--- src/rtl/multi_space_meter.sv ---
// multi_space_meter: multi-channel BCD parking meter with coin adds, presets, per-second countdown and blink status
module multi_space_meter #(
    parameter int DIGITS = 4,
    parameter int SPACES = 2,
    parameter logic [4*DIGITS-1:0] LOW_THRESH = 'h0060,
    parameter int SELW = (SPACES > 1) ? $clog2(SPACES) : 1
) (
    input  logic                  CLK,
    input  logic                  RST_N,
    input  logic                  tick,
    input  logic [SELW-1:0]       space_sel,
    input  logic                  ad30,
    input  logic                  ad120,
    input  logic                  ad180,
    input  logic                  ad300,
    input  logic                  rs15,
    input  logic                  rs185,
    input  logic [SELW-1:0]       rd_sel,
    output logic [4*DIGITS-1:0]   Qout,
    output logic [SPACES-1:0]     expired,
    output logic [SPACES-1:0]     low,
    output logic [SPACES-1:0]     blink,
    output logic                  sat_pulse
);
    localparam int W = 4*DIGITS;
    localparam logic [SELW:0] NS = SPACES[SELW:0];

    logic [SPACES-1:0][W-1:0] t, nxt;
    logic phase;
    logic valid, preset, coin, hit;
    logic [W-1:0] cur, amt, res;
    logic [W:0] sum;

    function automatic logic [W:0] bcd_add(input logic [W-1:0] a, input logic [W-1:0] b);
        logic [W-1:0] r;
        logic [4:0] s;
        logic cy;
        cy = 1'b0;
        r = '0;
        for (int d = 0; d < DIGITS; d++) begin
            s = {1'b0, a[4*d+:4]} + {1'b0, b[4*d+:4]} + {4'b0, cy};
            cy = s > 5'd9;
            r[4*d+:4] = cy ? 4'(s - 5'd10) : s[3:0];
        end
        return {cy, r};
    endfunction

    // only called on nonzero values, so the final borrow never propagates out
    function automatic logic [W-1:0] bcd_dec(input logic [W-1:0] a);
        logic [W-1:0] r;
        logic [3:0] dg;
        logic bw;
        bw = 1'b1;
        r = '0;
        for (int d = 0; d < DIGITS; d++) begin
            dg = a[4*d+:4];
            r[4*d+:4] = (bw && dg == 4'd0) ? 4'd9 : dg - {3'b0, bw};
            bw = bw && dg == 4'd0;
        end
        return r;
    endfunction

    always_comb begin
        valid = {1'b0, space_sel} < NS;
        preset = rs185 | rs15;
        coin = ad30 | ad120 | ad180 | ad300;
        hit = valid && (preset || coin);
        amt = ad30 ? W'(12'h030) : ad120 ? W'(12'h120) : ad180 ? W'(12'h180) : W'(12'h300);
        cur = valid ? t[space_sel] : '0;
        sum = bcd_add(cur, amt);
        res = rs185 ? W'(12'h185) : rs15 ? W'(12'h015) : sum[W] ? {DIGITS{4'h9}} : sum[W-1:0];
        nxt = t;
        for (int i = 0; i < SPACES; i++) begin
            if (hit && space_sel == SELW'(i))
                nxt[i] = res;
            else if (tick && t[i] != '0)
                nxt[i] = bcd_dec(t[i]);
        end
    end

    always_ff @(posedge CLK or negedge RST_N) begin
        if (!RST_N) begin
            t <= '0;
            phase <= 1'b0;
            sat_pulse <= 1'b0;
        end else begin
            t <= nxt;
            phase <= phase ^ tick;
            sat_pulse <= valid && !preset && coin && sum[W];
        end
    end

    always_comb begin
        Qout = ({1'b0, rd_sel} < NS) ? t[rd_sel] : '0;
        for (int i = 0; i < SPACES; i++) begin
            expired[i] = t[i] == '0;
            low[i] = t[i] != '0 && t[i] < LOW_THRESH;
            blink[i] = expired[i] | (low[i] & phase);
        end
    end
endmodule

--- config.mk ---
export PLATFORM = sky130hd
export DESIGN_NAME = multi_space_meter
export DESIGN_NICKNAME = d
export VERILOG_FILES = /design/src/rtl/multi_space_meter.sv
export SDC_FILE = /design/constraint.sdc
export NUM_CORES = 1
export LEC_CHECK = 0
export CORE_UTILIZATION = 40
export DETAILED_ROUTE_END_ITERATION = 7
export PLACE_DENSITY_LB_ADDON = 0.12
export SLEW_MARGIN = 20
export SYNTH_ARGS = -nofsm -noshare
export SYNTH_HDL_FRONTEND = slang
export SYNTH_SLANG_ARGS = --single-unit
--- constraint.sdc ---
create_clock -name CLK -period 7.3 [get_ports CLK]
set_input_delay 0.73 -clock CLK [delete_from_list [all_inputs] [get_ports CLK]]
set_output_delay 0.73 -clock CLK [all_outputs]
set_load 0.01 [all_outputs]
==> Word level (Yosys, flattened, before mapping) <==
Index checks and enable logic that the tools add are counted.
{ "classes": {"n_mux": 25, "order_cmp": 8, "bitwise_logic": 10, "addsub": 18, "n_reduce_logical": 30} }
{ "op_table": {"columns": ["cell", "count"], "rows": [
  ["2-to-1 mux 16 bit", 11],
  ["2-to-1 mux 4 bit", 11],
  ["zero test 16 bit", 2],
  ["zero test 4 bit", 8],
  ["< comparator 16 x 7 -> 1 bit, second input constant", 2],
  ["nonzero test 16 bit", 2],
  ["2-to-1 mux 10 bit", 3],
  ["subtractor 4 x 1 -> 4 bit", 6],
  ["greater-than comparator 5 x 4 -> 1 bit, second input constant", 4],
  ["adder 5 x 1 -> 5 bit", 3],
  ["logical AND 1 bit", 14],
  ["subtractor 4 bit, second input constant", 3],
  ["adder 4 x 4 -> 5 bit", 2],
  ["subtractor 4 x 1 -> 4 bit, second input constant", 2],
  ["bitwise OR 1 bit", 6],
  ["adder 4 x 1 -> 5 bit, second input constant", 1],
  ["adder 4 x 2 -> 5 bit", 1],
  ["< comparator 1 x 2 -> 1 bit, second input constant", 2],
  ["nonzero test 2 bit", 2],
  ["bitwise AND 1 bit", 2],
  ["zero test 1 bit", 1],
  ["logical OR 1 bit", 1],
  ["inverter 1 bit", 1],
  ["bitwise XOR 1 bit", 1]
]} }
{ "word_totals": {"input_bits": 11, "wordCells": 95, "out_inout_bits": 23, "regBits": 34} }

==> Logic depth before layout (Yosys ltp) <==
{ "depth": {"word_depth": 15, "ltp_mapped": 28, "mapped_depth_nobuf": 26} }

==> Least setup slack after synthesis <==
No wires, ideal clock.
{ "synth_timing": {"kind": "input -> register", "start": "input port space_sel", "end": "register t[16] in the netlist's numbering", "n_path_buf": 2, "arrival_ns": 6.448, "setup_time_ns": 0.137, "path_slack_ns": 0.715, "t_required_ns": 7.163, "stages": 27, "path_cell_list": "buf_6 -> buf_2 -> mux2i_1 -> ha_1 -> inv_1 -> ha_1 -> a21oi_1 -> a21o_1 -> fa_1 -> fa_1 -> inv_1 -> a211oi_1 -> o21bai_2 -> fa_1 -> fa_1 -> xor2_1 -> ha_1 -> a311o_1 -> o21ai_0 -> ha_1 -> ha_1 -> nand2b_1 -> o2bb2ai_1 -> a221o_1 -> nand2_1 -> a211oi_1 -> a31oi_1"} }
{ "synth_via": {"elab_chain_cells": 14, "word_cells_on_any_way": 21, "cone_classes": "8 x add/sub; 4 x order compare; 7 x mux; 2 x reduce/logical"} }
{ "synth_lines": {"columns": ["item", "line_no", "source"], "rows": [
  ["start: declaration", "11", "input logic [SELW-1:0] space_sel,"],
  ["2-to-1 mux 16 bit (not written as such) (2 in series)", "69", "cur = valid ? t[space_sel] : '0;"],
  ["adder 4 x 4 -> 5 bit", "41", "s = {1'b0, a[4*d+:4]} + {1'b0, b[4*d+:4]} + {4'b0, cy};"],
  ["greater-than comparator 5 x 4 -> 1 bit", "42", "cy = s > 5'd9;"],
  ["adder 5 x 1 -> 5 bit", "41", null],
  ["greater-than comparator 5 x 4 -> 1 bit", "42", null],
  ["adder 5 x 1 -> 5 bit", "41", null],
  ["greater-than comparator 5 x 4 -> 1 bit", "42", null],
  ["adder 5 x 1 -> 5 bit", "41", null],
  ["greater-than comparator 5 x 4 -> 1 bit", "42", null],
  ["2-to-1 mux 16 bit (3 in series)", "71", "res = rs185 ? W'(12'h185) : rs15 ? W'(12'h015) : sum[W] ? {DIGITS{4'h9}} : sum[W-1:0];"],
  ["2-to-1 mux 16 bit", "74", "if (hit && space_sel == SELW'(i))"],
  ["end signal: assignment", "87", "t <= nxt;"],
  ["end: declaration", "28", "logic [SPACES-1:0][W-1:0] t, nxt;"]
]} }
Parallel ways exist; a longest one is shown, timed or not. The select of a mux whose other input is x is not followed.
A chain may end at the register's enable or synchronous reset.

==> Worst setup path in the final report <==
Ends and elaborated chain as after synthesis.

==> load_flow_metrics.sql <==
INSERT INTO impl_metrics (metric_group, metric, value, unit) VALUES
('hold_path', 'hold_path_start', 'phase$_DFF_PN0_', ''),
('sta', 'clock_skew', '0.00613', 'ns'),
('grt', 'gr-total-overflow', '0', ''),
('power', 'fin_total_pwr', '0.985', 'mW'),
('power', 'sequentialPowerShare', '30.8', '%'),
('critical_path', 'timing.critical_path.fanout_max', '5', ''),
('run_status', 'status', 'complete, no violations', ''),
('logic_synthesis', 'synth.ff_latch_count', '34', ''),
('critical_path', 'worst_setup_path_startpoint', 'space_sel', ''),
('sta', 'drv_slew', '0', ''),
('clock_network', 'cts_hold_buffers', '0', ''),
('sta', 'final_min_period_over_clock_period', '90.2', '%'),
('clock_network', 'cts_buffers', '5', ''),
('sta', 'timing_worst_slew_pin_value', '1.03', 'ns'),
('detailed_routing', 'wl_per_cell', '18.7', 'um'),
('critical_path', 'setup.worst_path.class', 'in2reg', ''),
('sta', 'rsz_0062_raised_after_global_routing', 'false', ''),
('logic_synthesis', 'synth_nets', '435', ''),
('critical_path', 'critical-path-max-stage-delay', '0.43', 'ns'),
('power', 'clock_network_fraction_of_design_power', '14.5', '%'),
('final_layout', 'ff_latch_area', '851', 'um^2'),
('placed_design', 'placement.io_buffers', '33', ''),
('die', 'area_of_the_core_region', '7890', 'um^2'),
('sta', 'final.setup.tns', '0', 'ns'),
('power', 'irDropWorstVdd', '0.125', 'mV'),
('logic_synthesis', 'yosysSeqAreaShare', '25.7', '%'),
('detailed_routing', 'first_pass_iters', '5', ''),
('detailed_routing', 'routed-via-count', '3244', ''),
('logic_synthesis', 'synth_cell_area', '3320', 'um^2'),
('critical_path', 'crit_slowest_cell', 'fa_1', ''),
('sta', 'timing.max_slew.rel_slack', '31.0', '%'),
('critical_path', 'crit_path_start_kind', 'input pin', ''),
('logic_synthesis', 'synthesis.yosys.warnings', '0', ''),
('critical_path', 'worst_ep_arrival_time', '6.72', 'ns'),
('placed_design', 'dp_hpwl', '7530', 'um'),
('die', 'floorplan.io_pins', '34', ''),
('final_layout', 'multi_input_area', '2290', 'um^2'),
('power', 'intPower', '0.559', 'mW'),
('final_layout', 'num_antenna_cells', '0', ''),
('sta', 'setup_viol_count_final', '0', ''),
('detailed_routing', 'drt_iter0_drc', '232', ''),
('clock_network', 'clock_sink_count', '34', ''),
('detailed_routing', 'final_antenna_net_count', '0', ''),
('final_layout', 'area_growth_syn_to_layout', '18.3', '%'),
('sta', 'endpoints_failing_hold', '0', ''),
('die', 'die-width', '93.0', 'um'),
('grt', 'grt_antenna_before_repair', '0', ''),
('grt', 'grt_pass1_wl', '16500', 'um'),
('logic_synthesis', 'synthesized_instance_count', '398', ''),
('detailed_routing', 'detail_route.wirelength', '10100', 'um'),
('critical_path', 'timing.critical_path.to_type', 'flip-flop', ''),
('logic_synthesis', 'synth_async_sr_flop_share', '100', '%'),
('logic_synthesis', 'synth-edff-count', '0', ''),
('power', 'comb_power_share', '54.7', '%'),
('grt', 'grt_pass1_vias', '3156', ''),
('logic_synthesis', 'synthDistinctLibCells', '64', ''),
('clock_network', 'cts_tree', 'built', ''),
('die', 'die_height', '93.0', 'um'),
('detailed_routing', 'wl_met2', '4710', 'um'),
('logic_synthesis', 'post_synth.cell_area_avg', '8.33', 'um^2'),
('clock_network', 'htree_num_levels', '2', ''),
('clock_network', 'master_cell_of_the_clock_root_buffer', 'clkbuf_8', ''),
('detailed_routing', 'vias_per_cell', '6.01', ''),
('power', 'switching_share', '43.2', '%'),
('detailed_routing', 'met3_length', '597', 'um'),
('detailed_routing', 'detail_route.wirelength.met1', '4550', 'um'),
('die', 'placement_rows', '32', ''),
('grt', 'grt_use_total', '24.9', '%'),
('clock_network', 'post-cts-setup-buffers', '0', ''),
('clock_network', 'clk_latency', '0.29', 'ns'),
('critical_path', 'regToRegStartpoint', 't[2]$_DFFE_PN0P_', '');
[power by group through the flow]
stage          clock network [mW]  registers, mW  logic, mW
3_5_place_dp                    0          0.304      0.532
4_1_cts                     0.144          0.301      0.535
3_3_place_gp                    0          0.307      0.523
2_1_floorplan                   0          0.271      0.374
6_report                    0.142          0.304      0.539
5_1_grt                     0.150          0.314      0.594
[layout by cell type, fill, tap and decap left out, types with 13 or more instances in the layout]
cell	n
a21oi_1	26
buf_4	19
clkdlybuf4s50_1	31
dfrtp_1	34
ha_1	22
inv_1	26
mux2_2	13
nand2_1	40
nand3_1	16
nor2_1	20
o21ai_0	35
[repair_timing]
item / 4_1_cts / 5_1_grt
endpoints found under the hold margin: 0 / 0
resized for setup: 0 / 5
setup endpoints to repair: 0 / 28
[registers in the layout, indices dropped and copies added, names as in the netlist]
signal and count:
phase 1, sat_pulse 1, t 32
[Yosys cell counts (3+ instances only)]
cell type  number  area [um^2]
nand3_1        16         80.1
a21o_1          4         30.0
nor2_1         20         75.1
ha_1           22          275
o22ai_1         5         31.3
a211oi_1        6         45.0
buf_2           6         30.0
a221oi_1        3         26.3
inv_1          26         97.6
nand2_1        40          150
nor3_1         10         50.1
o31ai_1         4         30.0
o21a_1          6         45.0
xnor2_1         5         43.8
clkbuf_1        8         30.0
dfrtp_1        34          851
a31oi_1         7         43.8
mux2i_1        11          110
a31o_2          4         35.0
o211ai_1        8         60.1
o21ai_1         3         15.0
mux2_2         13          146
nand2b_1        3         18.8
nor2b_1         5         31.3
and2_1          4         25.0
nor4_1          8         50.1
o21ai_0        36          180
xor2_1          6         52.6
a21oi_1        26          130
fa_1            4         80.1
[layout make-up]
class                           count  share of cell area [%]
Tap cell                          102                    3.25
Clock buffer                        6                    2.11
Inverter                           28                    2.68
Multi-Input combinational cell    318                    58.3
Sequential cell                    34                    21.7
Timing Repair Buffer               52                    12.0
[stage by stage]
stage	cell area [um^2]	util, %	setup WS (ns)	hold slack [ns]	cells
floorplan	3320	-	0.715	0.434	398
global route	3920	49.7	0.288	0.563	540
finish	3920	49.7	0.717	0.520	540
CTS	3910	49.5	0.307	0.521	540
global placement	3820	48.5	0.274	0.505	534
detailed placement	3820	48.5	0.0232	0.508	534
[final timing paths]
path | slack, ns | depth (start not counted) | endpoint
setup / recovery | 0.72 | 27 | t[16]$_DFFE_PN0P_
min in group asynchronous | 0.54 | 1 | t[2]$_DFFE_PN0P_
setup reg to reg | 0.95 | 27 | t[16]$_DFFE_PN0P_
max in group asynchronous | 6.24 | 1 | t[24]$_DFFE_PN0P_
hold reg to reg | 0.52 | 1 | phase$_DFF_PN0_
hold / removal | 0.52 | 1 | phase$_DFF_PN0_
[critical path, delay by kind of cell]
kind,cells,cell delay [ns]
AND/OR/NAND/NOR,3,0.28
multiplexers,1,0.31
AO/OA/AOI/OAI,10,2.00
buffers and inverters,4,0.63
adder cells (fa/ha/maj),8,2.57
XOR/XNOR,1,0.20
[cells by family after synthesis]
logic type | Yosys count | synth area share (%)
AO/OA/AOI/OAI | 134 | 27.2
XOR/XNOR | 11 | 2.91
adder cells (fa/ha/maj) | 26 | 10.7
buffers and inverters | 46 | 5.77
flip-flops | 34 | 25.7
multiplexers | 26 | 8.87
AND/OR/NAND/NOR | 121 | 18.8
[per-layer routing]
metal,GRT usage [%],up-vias
li1,-,1566
met1,34.4,1530
met2,38.7,126
met3,4.80,22
met4,9.10,0
met5,0,-
No activity file was read; power rests on OpenSTA's default activity.
